**src/rtl/popcount_pipe.sv**
```systemverilog
// Pipelined population counter.
// A balanced adder tree counts the set bits of each input word, with one
// register stage per tree level, followed by an output stage that either
// emits the count directly or accumulates it across a multi-beat packet.
// A single advance signal stalls every stage together when the output is
// held, so bubbles stay in place and ordering is preserved.
module popcount_pipe #(
    parameter int N_IN  = 7,
    parameter int ACC_W = 16
) (
    input  logic             clk,
    input  logic             rst,
    input  logic             i_valid,
    output logic             i_ready,
    input  logic [N_IN-1:0]  i_data,
    input  logic             i_acc,
    input  logic             i_last,
    output logic             o_valid,
    input  logic             o_ready,
    output logic [ACC_W-1:0] o_count,
    output logic             o_sat
);

    // Width of a full count and number of tree levels.
    localparam int CW = $clog2(N_IN + 1);
    localparam int D  = (N_IN < 2) ? 1 : $clog2(N_IN);

    if (N_IN < 1) begin : g_nin_check
        $error("popcount_pipe: N_IN must be at least 1");
    end
    if (ACC_W < CW) begin : g_accw_check
        $error("popcount_pipe: ACC_W must be at least clog2(N_IN+1)");
    end

    // One slot per possible node; the spare top slot keeps pair indexing in range.
    typedef logic [N_IN:0][CW-1:0] level_t;

    // Number of live nodes at a given tree level (level 0 = raw input bits).
    function automatic int nodes(input int lvl);
        return (N_IN + (1 << lvl) - 1) >> lvl;
    endfunction

    level_t          lvl_in;
    level_t          lvl_src [D];
    level_t          lvl_q   [1:D];
    logic   [D:1]    v_q;
    logic   [D:1]    a_q;
    logic   [D:1]    l_q;

    logic             adv;
    logic [CW-1:0]    tree_cnt;
    logic [ACC_W:0]   acc_sum;
    logic             overflow;
    logic [ACC_W-1:0] sat_sum;
    logic [ACC_W-1:0] acc_reg;
    logic             sat_flag;

    assign adv     = !o_valid || o_ready;
    assign i_ready = adv;

    // Spread each input bit into its own count-wide leaf node.
    always_comb begin
        lvl_in = '0;
        for (int i = 0; i < N_IN; i++) begin
            lvl_in[i] = CW'(i_data[i]);
        end
    end

    // Source operands for each tree level: the input leaves, then the registered levels.
    always_comb begin
        lvl_src[0] = lvl_in;
        for (int l = 1; l < D; l++) begin
            lvl_src[l] = lvl_q[l];
        end
    end

    // Tree levels: add adjacent pairs, pass an odd leftover straight through.
    always_ff @(posedge clk) begin
        if (adv) begin
            for (int l = 0; l < D; l++) begin
                lvl_q[l+1] <= '0;
                for (int j = 0; j < (N_IN + 1) / 2; j++) begin
                    if (j < nodes(l + 1)) begin
                        if (2 * j + 1 < nodes(l)) begin
                            lvl_q[l+1][j] <= lvl_src[l][2*j] + lvl_src[l][2*j+1];
                        end else begin
                            lvl_q[l+1][j] <= lvl_src[l][2*j];
                        end
                    end
                end
            end
        end
    end

    // Valid, accumulate and last flags travel alongside the tree data.
    always_ff @(posedge clk) begin
        if (rst) begin
            v_q <= '0;
            a_q <= '0;
            l_q <= '0;
        end else if (adv) begin
            v_q[1] <= i_valid;
            a_q[1] <= i_acc;
            l_q[1] <= i_last;
            for (int l = 2; l <= D; l++) begin
                v_q[l] <= v_q[l-1];
                a_q[l] <= a_q[l-1];
                l_q[l] <= l_q[l-1];
            end
        end
    end

    assign tree_cnt = lvl_q[D][0];
    assign acc_sum  = {1'b0, acc_reg} + (ACC_W + 1)'(tree_cnt);
    assign overflow = acc_sum[ACC_W];
    assign sat_sum  = overflow ? '1 : acc_sum[ACC_W-1:0];

    // Output stage: emit single counts, or accumulate until the packet's last beat.
    always_ff @(posedge clk) begin
        if (rst) begin
            o_valid  <= 1'b0;
            o_count  <= '0;
            o_sat    <= 1'b0;
            acc_reg  <= '0;
            sat_flag <= 1'b0;
        end else if (adv) begin
            if (v_q[D]) begin
                if (!a_q[D]) begin
                    o_count <= ACC_W'(tree_cnt);
                    o_sat   <= 1'b0;
                    o_valid <= 1'b1;
                end else if (!l_q[D]) begin
                    acc_reg  <= sat_sum;
                    sat_flag <= sat_flag | overflow;
                    o_valid  <= 1'b0;
                end else begin
                    o_count  <= sat_sum;
                    o_sat    <= sat_flag | overflow;
                    o_valid  <= 1'b1;
                    acc_reg  <= '0;
                    sat_flag <= 1'b0;
                end
            end else begin
                o_valid <= 1'b0;
            end
        end
    end

endmodule

```
**config.mk**
```make
export PLATFORM = sky130hd
export DESIGN_NAME = popcount_pipe
export DESIGN_NICKNAME = d
export VERILOG_FILES = /design/src/rtl/popcount_pipe.sv
export SDC_FILE = /design/constraint.sdc
export NUM_CORES = 1
export LEC_CHECK = 0
export CAP_MARGIN = 30
export CORE_MARGIN = 4
export CORE_UTILIZATION = 50
export DETAILED_ROUTE_END_ITERATION = 8
export PLACE_DENSITY = 0.72
export SETUP_SLACK_MARGIN = 0.3
export SLEW_MARGIN = 5
export SYNTH_ARGS = -nofsm -noshare
export SYNTH_HDL_FRONTEND = slang
export SYNTH_SLANG_ARGS = --single-unit
```
**constraint.sdc**
```tcl
create_clock -name clk -period 2.23 [get_ports clk]
set_input_delay 0.5575 -clock clk [delete_from_list [all_inputs] [get_ports clk]]
set_output_delay 0.5575 -clock clk [all_outputs]
set_load 0.1 [all_outputs]
```
==> metrics.csv <==
stage,metric,value,unit
finish,layout.nets,363,
grt,grt_max_degree,30,
pwr,p_per_area,723,nW/um2
timing,finalSetupViolCount,0,
timing,tns,0,ps
timing,period_share,91.3,%
logic_synthesis,yosysTopAreaCellShare,31.8,%
finish,syn_to_final_growth,33.6,%
detailed_routing,first_iter_violations,122,
pwr,p_leak,1.42,nW
place,gp_congestion,0.836,
clocking,htree_levels,3,
min_path,min_path_type,reg2reg,
setup_path,critPathKind,reg2reg,
grt,overflow,0,
grt,grt_util_all_layers,20.6,%
setup_path,end_kind,flop,
clocking,cts_buffers,9,
clocking,clock_tree.root_cell,clkbuf_8,
logic_synthesis,synth.most_common_cell,dfxtp_1,
floorplanning,initial_core_util,53.0,%
floorplanning,dieHeight,82.5,um
place,placed_area,3210,um2
logic_synthesis,synth_area_leaders,"dfxtp_1 32%, edfxtp_1 17%, a21oi_1 7.4%",
place,hpwl,4.30,mm
run_status,outcome,"complete, no violations",
clocking,cts_buffer_depth,2,
logic_synthesis,ys.flop_type,dfxtp_1,
logic_synthesis,synth-edff-count,16,
detailed_routing,first_pass_iters,4,
clocking,clk_pin_slew_worst_paths,60,ps
grt,first_global_vias,2213,
clocking,clock_latency,340,ps
finish,diodes,0,
timing,slew_headroom,72.4,%
detailed_routing,drc_errors,0,
logic_synthesis,ys_types,50,
clocking,cts_tree,built,
logic_synthesis,yosysSeqAreaShare,49.1,%
setup_path,worstPathRequired,2460,ps
clocking,hold_buffers,0,
finish,final_cell_area,3710,um2
floorplanning,ioPinCount,32,
detailed_routing,drt-wirelength-per-cell,15.7,um
grt,antenna_found_initial,0,
logic_synthesis,ys_ff_latch,60,
finish,fillers,392,
timing,hold_viol_final,0,
floorplanning,placementRows,26,
timing,report.final.slew_viol_count,0,
setup_path,critPathArrivalTime,2270,ps
logic_synthesis,synthTopCellsByCount,"44 x dfxtp_1, 41 x a21oi_1, 33 x nand2_1, 16 x edfxtp_1, 16 x o21ai_0",
timing,worst_pin_slew,413,ps
logic_synthesis,synth_area_per_cell,9.77,um2
place,portBuffers,31,
floorplanning,die_area,6800,um2
finish,layout-drive-gt1-share,30.4,%
timing,fin_crit,2040,ps
detailed_routing,via_per_inst,5.70,
floorplanning,die_width,82.5,um
logic_synthesis,syn-cell-area,2770,um2
detailed_routing,vias,2348,
timing,fmax,491,MHz
clocking,cts.sinks,60,
detailed_routing,wl,6.45,mm
pwr,peakVddDrop,451,uV
logic_synthesis,syn_inst,284,
setup_path,critical_path.max_fanout,4,
timing,fin_skew,9.13,ps
timing,rsz0062_at_grt,yes,
setup_path,start_kind,flop,
logic_synthesis,async_flop_share,0,%
logic_synthesis,ys_warn_count,0,
flow_run,drv_cap,0,
logic_synthesis,synth_top_area_cell,dfxtp_1,
floorplanning,core,5240,um2
detailed_routing,antenna_left,0,
grt,grt_first_pass_wirelength,10.3,mm
logic_synthesis,synth_nets,310,
[path summary, 6_finish.rpt]
| kind | startpoint | end | slack, ps | depth (start not counted) |
|---|---|---|---|---|
| worst max-delay path | lvl_q[0][27]$_DFFE_PN_ | acc_reg[13]$_SDFFE_PP0P_ | 190 | 7 |
| worst min-delay path | o_count[10]$_SDFFE_PP0P_ | o_count[10]$_SDFFE_PP0P_ | 450 | 2 |
| worst max register to register | lvl_q[0][27]$_DFFE_PN_ | acc_reg[13]$_SDFFE_PP0P_ | 190 | 7 |
| worst min register to register | o_count[10]$_SDFFE_PP0P_ | o_count[10]$_SDFFE_PP0P_ | 450 | 2 |
[layer usage]
layer,GRT usage (%),vias up,wire length [um]
met5,0,-,0
met4,10.1,0,75
met3,4.77,10,357
met2,33.6,67,3200
met1,25.6,1129,2820
li1,-,1142,-
[where the power goes]
| group | internal [mW] | switching [mW] |
|---|---|---|
| clock | 0.739 | 0.419 |
| sequential | 1.19 | 0.0420 |
| combinational | 0.140 | 0.147 |
[metrics by stage]
step / util [%] / cells / hold WS, ps / power, mW / setup WS [ps]
2_1_floorplan: - / 284 / 432 / 1.38 / 274
3_3_place_gp: 61.2 / 383 / 441 / 1.44 / 89.2
3_5_place_dp: 61.2 / 383 / 448 / 1.46 / 1.14
4_1_cts: 68.8 / 409 / 455 / 2.65 / 196
5_1_grt: 70.8 / 412 / 471 / 2.79 / 112
6_report: 70.8 / 412 / 451 / 2.68 / 193
[cells in the final DEF, fill, tap and decap left out, types with 2 or more instances in the layout]
cell and instances:
clkbuf_8 9, ha_4 2, nand3_1 6, xor2_1 6
clkinv_2 2, buf_6 4, fa_1 2, edfxtp_1 16
o21ai_1 7, inv_1 9, o21a_1 2, a21oi_2 8
and4_1 2, bufinv_16 3, nor2_1 5, ha_1 8
buf_12 3, a21o_1 2, a31oi_1 3, a211oi_1 6
and3_1 5, clkbuf_1 2, a21oi_1 33, and3_4 2
o21ai_0 4, a22oi_1 3, clkdlybuf4s50_1 11, o221a_2 2
nand3b_1 4, xnor2_1 5, nor3_1 2, buf_4 42
nand2_1 33, dfxtp_1 43, nand4_1 6, o211ai_1 3
o21ai_2 5, and2_4 2
[area by class of cell]
type | instances | area [um2] | share of cell area, %
well taps | 70 | 87.6 | 2.36
repair buffers | 61 | 539 | 14.6
clock buffers | 11 | 131 | 3.54
multi-input cells | 195 | 1450 | 39.0
inverters | 10 | 37.5 | 1.01
clock inverters | 5 | 100 | 2.70
flip-flops and latches | 60 | 1370 | 36.8
[worst max-delay path, stage by stage (launching register included)]
cell,delay [ps]
edfxtp_1,440
ha_4,200
fa_2,330
a21o_1,210
nand3_2,120
nor2_4,50
or4b_1,460
o211a_1,130
[timing repair]
action | 4_1_cts | 5_1_grt
gates cloned | 0 | 0
resized for setup | 28 | 21
setup buffers | 10 | 3
pin swaps | 11 | 12
endpoints found under the hold margin | 0 | 0
setup endpoints to repair | 28 | 33
[kinds of logic (layout without fill, tap and decap cells)]
family / Yosys count / in the layout / share of synthesized area, %
adders and majority gates: 13 / 13 / 6.68
AOI/OAI and AO/OA: 91 / 91 / 20.6
muxes: 1 / 1 / 0.361
and+or+nand+nor: 79 / 79 / 15.0
xor gates and xnor gates: 11 / 11 / 3.47
DFF: 60 / 60 / 49.1
buffers and inverters: 29 / 87 / 4.78
(Power assumes the default switching activity.)
==> RTL edit: new RTL, same settings <==
Reset style: asynchronous (`rst`), changed in 2 clocked blocks.
--- a/src/rtl/popcount_pipe.sv
+++ b/src/rtl/popcount_pipe.sv
@@ -93,7 +93,7 @@
     end
 
     // Valid, accumulate and last flags travel alongside the tree data.
-    always_ff @(posedge clk) begin
+    always_ff @(posedge clk or posedge rst) begin
         if (rst) begin
             v_q <= '0;
             a_q <= '0;
@@ -116,7 +116,7 @@
     assign sat_sum  = overflow ? '1 : acc_sum[ACC_W-1:0];
 
     // Output stage: emit single counts, or accumulate until the packet's last beat.
-    always_ff @(posedge clk) begin
+    always_ff @(posedge clk or posedge rst) begin
         if (rst) begin
             o_valid  <= 1'b0;
             o_count  <= '0;
Function: differs if rst is asserted again (counterexample within 10 cycles, from zero or initial values and one cycle with rst high); with rst held inactive, the same outputs for 10 cycles.
==> RTL edit against the original RTL <==
Largest cell class is now registers. Sequential cell count stayed put. Final area rose by 9.0%. Setup slack got worse by 0.064 ns. Area after synthesis up 6.4%. Routed wire length grew 3.7%. Critical endpoint is now o_count[10].
Power is not compared: it rests on default switching activity, and its combinational part moved more than twofold at a synthesized area within 25%.
==> RTL edit: results <==
group,metric,value,unit
timing,finalHoldViolCount,0,
pwr,p_leak,1.796,nW
grt,grt.total_usage,0.1853,
worst_setup_path,cp.arrival,2.32,ns
pwr,vdd_drop_max,0.9794,mV
yosys,synth-edff-count,16,
yosys,yosysUniqueCellTypes,49,
yosys,dominantRegCellSynth,"dfrtp_1",
route,drt_iter0_markers,156,
timing,slew_headroom,0.6454,
grt,grt_pass1_vias,2099,
clock_network,cts_root_buf,"clkbuf_8",
clock_network,cts_made_buffers,9,
route,routed_wl,6692,microns
worst_setup_path,cp_max_fo,2,
grt,antenna_found_initial,0,
final_layout,antenna_cells,0,
final_layout,layout-drive-gt1-share,0.3727,
route,vias,2295,
clock_network,clock_path_buffers,2,
route,dr.pass1.iters,5,
floorplanning,start_util,0.5261,
final_layout,nets,343,
hold_path,min_path_type,"flop to flop",
clock_network,clock_latency,0.33,ns
yosys,synth_area_per_cell,11.57,sq um
placed_design,gp_congestion,0.7912,
placed_design,dp_cells,364,
route,viasPerCell,5.825,
yosys,synth-async-reset-ratio,0.7333,
grt,grt_pass1_wl,10360,microns
grt,grt_max_degree,45,
final_layout,fill_cells,386,
worst_setup_path,ff2ff_path_depth,8,
yosys,yosysSeqAreaShare,0.5360,
yosys,ys_top_cells_by_count,"dfrtp_1 (44), a21oi_1 (19), nand2_1 (19)",
clock_network,htreeDepth,3,
yosys,synth_area_leaders,"dfrtp_1 (37%), edfxtp_1 (16%), ha_1 (4.2%), mux2_2 (3.4%), a21oi_1 (3.2%)",
timing,clock-skew-final,0.008828,ns
yosys,syn-num-nets,281,
clock_network,clk_pin_slew,0.07,ns
worst_setup_path,rrSetupSlack,0.13,ns
placed_design,port_buffers,31,
hold_path,hold-path-cell-count,2,
worst_setup_path,r2r-end,"o_count[10]",
placed_design,dpl.hpwl,4075,microns
placed_design,place_ws,-0.0001965,ns
yosys,synth_warnings,0,
timing,min_period,2.101,ns
worst_setup_path,cp-endpoint,"o_count[10]",
outcome,status,"finished clean",
worst_setup_path,start_kind,"flop",
worst_setup_path,r2r_start,"lvl_q[0][27]",
RTL edit: cell types whose count changed in the layout (fill, tap and decap cells not counted), sizes merged, moves of 4 or more:
cell	delta
dfrtp	+44
dfxtp	-44
nand2	-14
a22oi	-4
nand3b	-4
a21oi	-22
buf	+5
mux2	+9
o22a	+4
nor2	+7
a31oi	+4
RTL edit: layout make-up:
cell class	instances	area, sq um	area share
clock buffers	10	127.6	0.03159
clock inverters	6	127.6	0.03159
inverters	9	33.78	0.008362
multi-input cells	171	1469	0.3636
flip-flops and latches	60	1584	0.3921
well taps	72	90.09	0.02230
repair buffers	66	608.1	0.1505
RTL edit: routing by layer:
metal	up-vias	wire length [microns]	track usage
li1	1063	-	-
met5	-	0	0
met2	101	3299	0.2918
met3	25	404	0.04660
met1	1106	2791	0.2454
met4	0	196	0.07626
RTL edit: report_power, final:
group / internal, mW / total, mW / switching [mW] / leakage, nW
Sequential: 1.47 / 1.70 / 0.228 / 0.748
Clock: 0.849 / 1.26 / 0.411 / 0.126
Combinational: 0.832 / 2.13 / 1.30 / 0.923
RTL edit: how the worst min path moves through the flow:
stage	start	endpoint	slack (ns)
2_1_floorplan	sat_flag	sat_flag	0.46
3_3_place_gp	o_count[4]	o_count[4]	0.45
3_5_place_dp	o_sat	o_sat	0.46
4_1_cts	o_sat	o_sat	0.47
5_1_grt	o_count[4]	o_count[4]	0.50
6_report	o_sat	o_sat	0.47
RTL edit: worst max-delay path: stages (launching register included):
cell      delay [ns]
edfxtp_1        0.41
ha_2            0.21
fa_2            0.38
a21oi_4         0.21
nor3_4          0.06
buf_6           0.12
and3_4          0.18
xor2_1          0.14
a221o_1         0.29
RTL edit: kinds of logic (layout without fill, tap and decap cells):
kind of cell	Yosys count	after routing	share of synthesized area
AO/OA/AOI/OAI	72	73	0.1662
AND/OR/NAND/NOR	66	66	0.1293
flip-flops	60	60	0.5360
buffers and inverters	25	91	0.04113
adder cells (fa/ha/maj)	13	13	0.06277
multiplexers	10	10	0.03774
XOR/XNOR	9	9	0.02672
RTL edit: through the flow:
stage | cell area [sq um] | power, mW
after global placement | 3461 | 3.542
after global routing | 4040 | 5.356
after floorplan | 2997 | 3.021
final | 4040 | 5.088
after detailed placement | 3461 | 3.599
after CTS | 3892 | 4.993
RTL edit: what timing repair did:
| item | 4_1_cts | 5_1_grt |
|---|---|---|
| gates resized for setup | 26 | 20 |
| endpoints found under the setup margin | 19 | 30 |
| setup buffers | 5 | 8 |
| pin swaps | 15 | 20 |
| gates cloned | 1 | 0 |
